<file path="src/rtl/sevenseg_scan_decoder.sv">
// Recovers digit values from a multiplexed seven-segment bus and emits one packed frame per full scan.
// Optional build macro: SEVENSEG_DEC_HEX_EN additionally decodes the A..F glyphs as hex values.
module sevenseg_scan_decoder #(
    parameter int NUM_DIGITS    = 4,
    parameter int STABLE_CYCLES = 3
) (
    input  logic                    clk,
    input  logic                    rst_n,
    input  logic [NUM_DIGITS-1:0]   digit_sel,
    input  logic [6:0]              segments,
    output logic                    frame_valid,
    input  logic                    frame_ready,
    output logic [5*NUM_DIGITS-1:0] frame_data,
    output logic                    overrun
);

    typedef enum logic {
        ACQ,
        HOLD
    } state_t;

    localparam int ACCEPT_AT = STABLE_CYCLES - 2;

    state_t                    state;
    state_t                    state_next;

    logic [NUM_DIGITS-1:0]     sel_q;
    logic [6:0]                seg_q;
    logic [3:0]                cnt;
    logic [3:0]                cnt_next;
    logic                      locked;
    logic                      locked_next;
    logic                      same_pair;
    logic                      accept;
    logic [4:0]                dec_slot;

    logic [4:0]                slots [NUM_DIGITS];
    logic [NUM_DIGITS-1:0]     seen;
    logic [NUM_DIGITS-1:0]     seen_next;
    logic [5*NUM_DIGITS-1:0]   packed_slots;

    logic                      seen_full;
    logic                      transfer;
    logic                      load_frame;
    logic                      drop_frame;

    // Slot format is {inv, val}: blank gives {1,0}, anything unrecognised gives {1,F}.
    function automatic logic [4:0] decode_segments(input logic [6:0] s);
        logic [4:0] r;
        case (s)
            7'b1111110: r = 5'h00;
            7'b0110000: r = 5'h01;
            7'b1101101: r = 5'h02;
            7'b1111001: r = 5'h03;
            7'b0110011: r = 5'h04;
            7'b1011011: r = 5'h05;
            7'b1011111: r = 5'h06;
            7'b1110000: r = 5'h07;
            7'b1111111: r = 5'h08;
            7'b1111011: r = 5'h09;
`ifdef SEVENSEG_DEC_HEX_EN
            7'b1110111: r = 5'h0A;
            7'b0011111: r = 5'h0B;
            7'b1001110: r = 5'h0C;
            7'b0111101: r = 5'h0D;
            7'b1001111: r = 5'h0E;
            7'b1000111: r = 5'h0F;
`endif
            7'b0000000: r = 5'h10;
            default:    r = 5'h1F;
        endcase
        return r;
    endfunction

    // Stability tracking: the first sample of a new pair leaves cnt at 0, so the
    // STABLE_CYCLES-th identical sample is the one that sees cnt >= STABLE_CYCLES-2.
    always_comb begin
        same_pair   = $onehot(digit_sel) && (digit_sel == sel_q) && (segments == seg_q);
        accept      = same_pair && !locked && (int'(cnt) >= ACCEPT_AT);
        cnt_next    = 4'd0;
        if (same_pair) begin
            cnt_next = (int'(cnt) == STABLE_CYCLES) ? cnt : cnt + 4'd1;
        end
        locked_next = same_pair && (locked || accept);
        dec_slot    = decode_segments(segments);
    end

    always_comb begin
        packed_slots = '0;
        for (int i = 0; i < NUM_DIGITS; i++) begin
            packed_slots[5*i +: 5] = slots[i];
        end
    end

    always_comb begin
        seen_full  = &seen;
        transfer   = frame_valid && frame_ready;
        state_next = state;
        load_frame = 1'b0;
        drop_frame = 1'b0;
        case (state)
            ACQ: begin
                if (seen_full) begin
                    load_frame = 1'b1;
                    state_next = HOLD;
                end
            end
            HOLD: begin
                if (seen_full) begin
                    load_frame = transfer;
                    drop_frame = !transfer;
                end else if (transfer) begin
                    state_next = ACQ;
                end
            end
            default: state_next = ACQ;
        endcase
        // An accept landing on the clearing edge survives in the fresh mask.
        seen_next = seen_full ? '0 : seen;
        if (accept) begin
            seen_next = seen_next | digit_sel;
        end
    end

    always_ff @(posedge clk or negedge rst_n) begin
        if (!rst_n) begin
            state  <= ACQ;
            sel_q  <= '0;
            seg_q  <= '0;
            cnt    <= '0;
            locked <= 1'b0;
            seen   <= '0;
        end else begin
            state  <= state_next;
            sel_q  <= digit_sel;
            seg_q  <= segments;
            cnt    <= cnt_next;
            locked <= locked_next;
            seen   <= seen_next;
        end
    end

    always_ff @(posedge clk or negedge rst_n) begin
        if (!rst_n) begin
            for (int i = 0; i < NUM_DIGITS; i++) begin
                slots[i] <= '0;
            end
        end else begin
            for (int i = 0; i < NUM_DIGITS; i++) begin
                if (accept && digit_sel[i]) begin
                    slots[i] <= dec_slot;
                end
            end
        end
    end

    always_ff @(posedge clk or negedge rst_n) begin
        if (!rst_n) begin
            frame_valid <= 1'b0;
            frame_data  <= '0;
            overrun     <= 1'b0;
        end else begin
            frame_valid <= (state_next == HOLD);
            overrun     <= drop_frame;
            if (load_frame) begin
                frame_data <= packed_slots;
            end
        end
    end

endmodule

</file>
<file path="config.mk">
export PLATFORM = sky130hd
export DESIGN_NAME = sevenseg_scan_decoder
export DESIGN_NICKNAME = d
export VERILOG_FILES = /design/src/rtl/sevenseg_scan_decoder.sv
export SDC_FILE = /design/constraint.sdc
export NUM_CORES = 1
export LEC_CHECK = 0
export ABC_CLOCK_PERIOD_IN_PS = 1750
export CAP_MARGIN = 40
export CORE_ASPECT_RATIO = 0.75
export CORE_MARGIN = 2
export CORE_UTILIZATION = 49
export DETAILED_ROUTE_END_ITERATION = 16
export GPL_TIMING_DRIVEN = 0
export MAX_ROUTING_LAYER = met4
export PLACE_DENSITY = 0.75
export SLEW_MARGIN = 20
export SYNTH_ARGS = -nofsm -noshare
export SYNTH_HDL_FRONTEND = slang
export SYNTH_SLANG_ARGS = --single-unit
</file>
<file path="constraint.sdc">
create_clock -name clk -period 1.75 [get_ports clk]
set_clock_uncertainty 0.2 [all_clocks]
set_input_delay 0.2625 -clock clk [delete_from_list [all_inputs] [get_ports clk]]
set_output_delay 0.2625 -clock clk [all_outputs]
set_load 0.05 [all_outputs]
</file>
==> metrics.txt <==
Via density=5.016; Netlist cell types=40; crit-path max cell delay=520 ps; Routed WL per cell=13.91 µm; top-count cell post-synth=dfrtp_1; total track usage=0.1892; routability cong.=0.7210; Static Leak=1.885 nW; Syn Nets=237; row count=23; CP max FO=5; Placed Area=3297 µm²; detailed-placement wirelength estimate=3391 µm; largest net degree at the start of global routing=33; Synth warnings=0; final WL=5064 µm; die width=90.67 µm; DR WL met3=217 µm; clk_lat worst skew=340 ps; Max Slew Vio Count=0; dpl ws=-1993 ps; period utilisation layout=1.511; WP data required=1780 ps; DIE HEIGHT=69.00 µm; gr ovfl total=0; Hold Crit Class=in2reg; Slew @ Worst Pin=730.6 ps; Initial Utilization=0.5129; EDFF count, synth=0; top post-synthesis cells by area=dfrtp_1 (56%), mux2_2 (11%), mux2i_1 (4.7%); initial antenna violation count=0; highest metal used=met4; Mapped Area=2760 µm²; Metal-1 WL=2512 µm; layout cells sized above 1=0.3287; DRC viols=0; MaxCap Viol Count=0; io pins=36; fin crit period=2644 ps; H-tree lvl count=3; first-pass GRT wire length=8611 µm; Setup crit end kind=flip-flop; DRT Pass-1 Iters=4; Min Hold Slack=89.80 ps; CP cell instances=buf_12 > inv_8 > fa_1 > inv_1 > ha_2 > ha_4 > or3b_4 > nor4_4 > and3_1 > buf_6 > nand3_4 > mux2_4; Startpoint Class=input port; cts bufs inserted=9; via count=1826; clk sink count=62; CORE AREA=5381 µm²; RSZ-0062 raised after global routing=true; # nets final=304; initial DRC count=65; maximum vdd drop=0.0005671 V; post-layout util=0.6864; Final Instance Area=3694 µm²; Arrival @ worst endpoint=2670 ps; Final Hold Fails=0; FF+latch count, synth=62; Crit Path Class=in2reg; DIE AREA=6255 µm²; pwr dens=797.0 nW/µm²; Slowest-stage cell, CP=fa_1; largest area contributor in the netlist=dfrtp_1; worst setup slack after layout=-894.3 ps; TritonCTS clock tree=built; outcome=finished with violations; Avg Cell Area, Syn=12.72 µm²; Root Driver=clkbuf_8; top cell type's share of synthesized area=0.5621; dominant synthesized flop cell=dfrtp_1; number of fill cells=413; I/O Buffers=35; clock transition at the registers of the reported paths=70 ps; Met2 Wirelength=2255 µm; clk buf depth=2; Slew HR=0.5111; final setup vio count=29; area grow syn2layout=33.82%; total power=2.944 mW; Post-Synthesis Cells=217; vias in the first global route=1788; FMAX=0.3782 GHz; ANT cells=0; Post-synth ARST share=1.000; antenna-violating nets left=0; register area share after synthesis=0.5621; Synth top cells by count=dfrtp_1 (62), mux2_2 (28), inv_1 (20); failing checks=setup timing
-- state kept, by name, summed over array words and instances (netlist names) --
signal and count:
cnt 4, frame_data 20, frame_valid 1, locked 1, overrun 1, packed_slots 20, seen 4, seg_q 7
sel_q 4
-- logic make-up after synthesis --
logic type               count (synthesis)  share of synthesized area
AO/OA/AOI/OAI                           14                    0.04170
multiplexers                            41                     0.1614
XOR/XNOR                                13                    0.04125
buffers and inverters                   30                    0.04578
AND/OR/NAND/NOR                         51                     0.1179
flip-flops                              62                     0.5621
adder cells (fa/ha/maj)                  6                    0.02992
-- routing by layer --
metal | vias up | GRT usage
met5 | - | -
met4 | 0 | 0.07500
met3 | 9 | 0.05978
met2 | 39 | 0.2910
met1 | 896 | 0.2380
li1 | 882 | -
-- timing repair --
item,4_1_cts,5_1_grt
setup endpoints to repair,62,50
buffers inserted,14,2
gates resized for setup,60,2
pin swaps,6,5
hold buffers,4,0
hold endpoints to repair,35,0
-- cells in the final DEF, fill, tap and decap left out, types with 2 or more instances in the layout --
cell type        synthesis  final
xor2_1                  12     12
clkdlybuf4s50_1          0      9
nor2_1                   6      6
nand3_4                  0      4
clkbuf_8                 0      9
o21ai_0                  2      2
mux2i_1                 13     13
and3_1                   3      3
a21o_1                   2      2
buf_12                   0      2
inv_1                   20     18
buf_6                    1     10
buf_4                    0     12
mux2_2                  28     23
nand2_2                  0      3
clkinv_2                 0      4
nand2b_1                 2      2
dlygate4sd3_1            0      4
nand2_1                  9      6
or4_4                    2      2
a21oi_1                  3      3
clkbuf_1                 2      4
o2111ai_1                2      2
dlygate4sd2_1            0     21
ha_1                     5      3
dfrtp_1                 62     61
mux2_4                   0      5
nand3_1                  8      8
nand3b_1                 2      2
nor4_1                   4      3
nor4b_1                  2      2
buf_2                    5      4
-- stage by stage --
stage | instances | TNS, ps
2_1_floorplan | 217 | -25070
3_3_place_gp | 327 | -164070
3_5_place_dp | 328 | -56580
4_1_cts | 362 | -25620
5_1_grt | 364 | -26630
6_report | 364 | -23580
-- where the power goes --
part           switching [mW]  internal, mW  total (mW)
Combinational           0.171         0.119       0.290
Sequential             0.0119          1.46        1.47
Clock                   0.533         0.648        1.18
-- path summary, 6_finish.rpt --
kind / startpoint / end / slack [ps] / depth (start not counted)
min in group asynchronous: rst_n / cnt[2]$_DFFE_PN0P_ / 190 / 2
hold reg to reg: seen[0]$_DFF_PN0_ / seen[0]$_DFF_PN0_ / 290 / 2
setup reg to reg: cnt[0]$_DFFE_PN0P_ / packed_slots[2]$_DFFE_PN0P_ / -490 / 6
hold / removal: digit_sel[0] / packed_slots[0]$_DFFE_PN0P_ / 90 / 3
max in group asynchronous: rst_n / packed_slots[4]$_DFFE_PN0P_ / 650 / 3
setup / recovery: digit_sel[3] / packed_slots[2]$_DFFE_PN0P_ / -890 / 12
-- critical path, delay by kind of cell --
| kind | cells | cell delay, ps |
|---|---|---|
| buffers and inverters | 4 | 290 |
| muxes | 1 | 340 |
| and+or+nand+nor | 4 | 880 |
| adders and majority gates | 3 | 900 |
-- final cells by class --
| cell class | instances | area, µm² | share of cell area |
|---|---|---|---|
| Sequential cell | 62 | 1553 | 0.4204 |
| Multi-Input combinational cell | 125 | 1174 | 0.3178 |
| Timing Repair Buffer | 56 | 544.3 | 0.1474 |
| Clock buffer | 11 | 131.4 | 0.03557 |
| Tap cell | 75 | 93.84 | 0.02541 |
| Inverter | 20 | 82.58 | 0.02236 |
| Buffer | 10 | 65.06 | 0.01762 |
| Clock inverter | 5 | 50.05 | 0.01355 |
No activity file was read; power rests on OpenSTA's default activity.
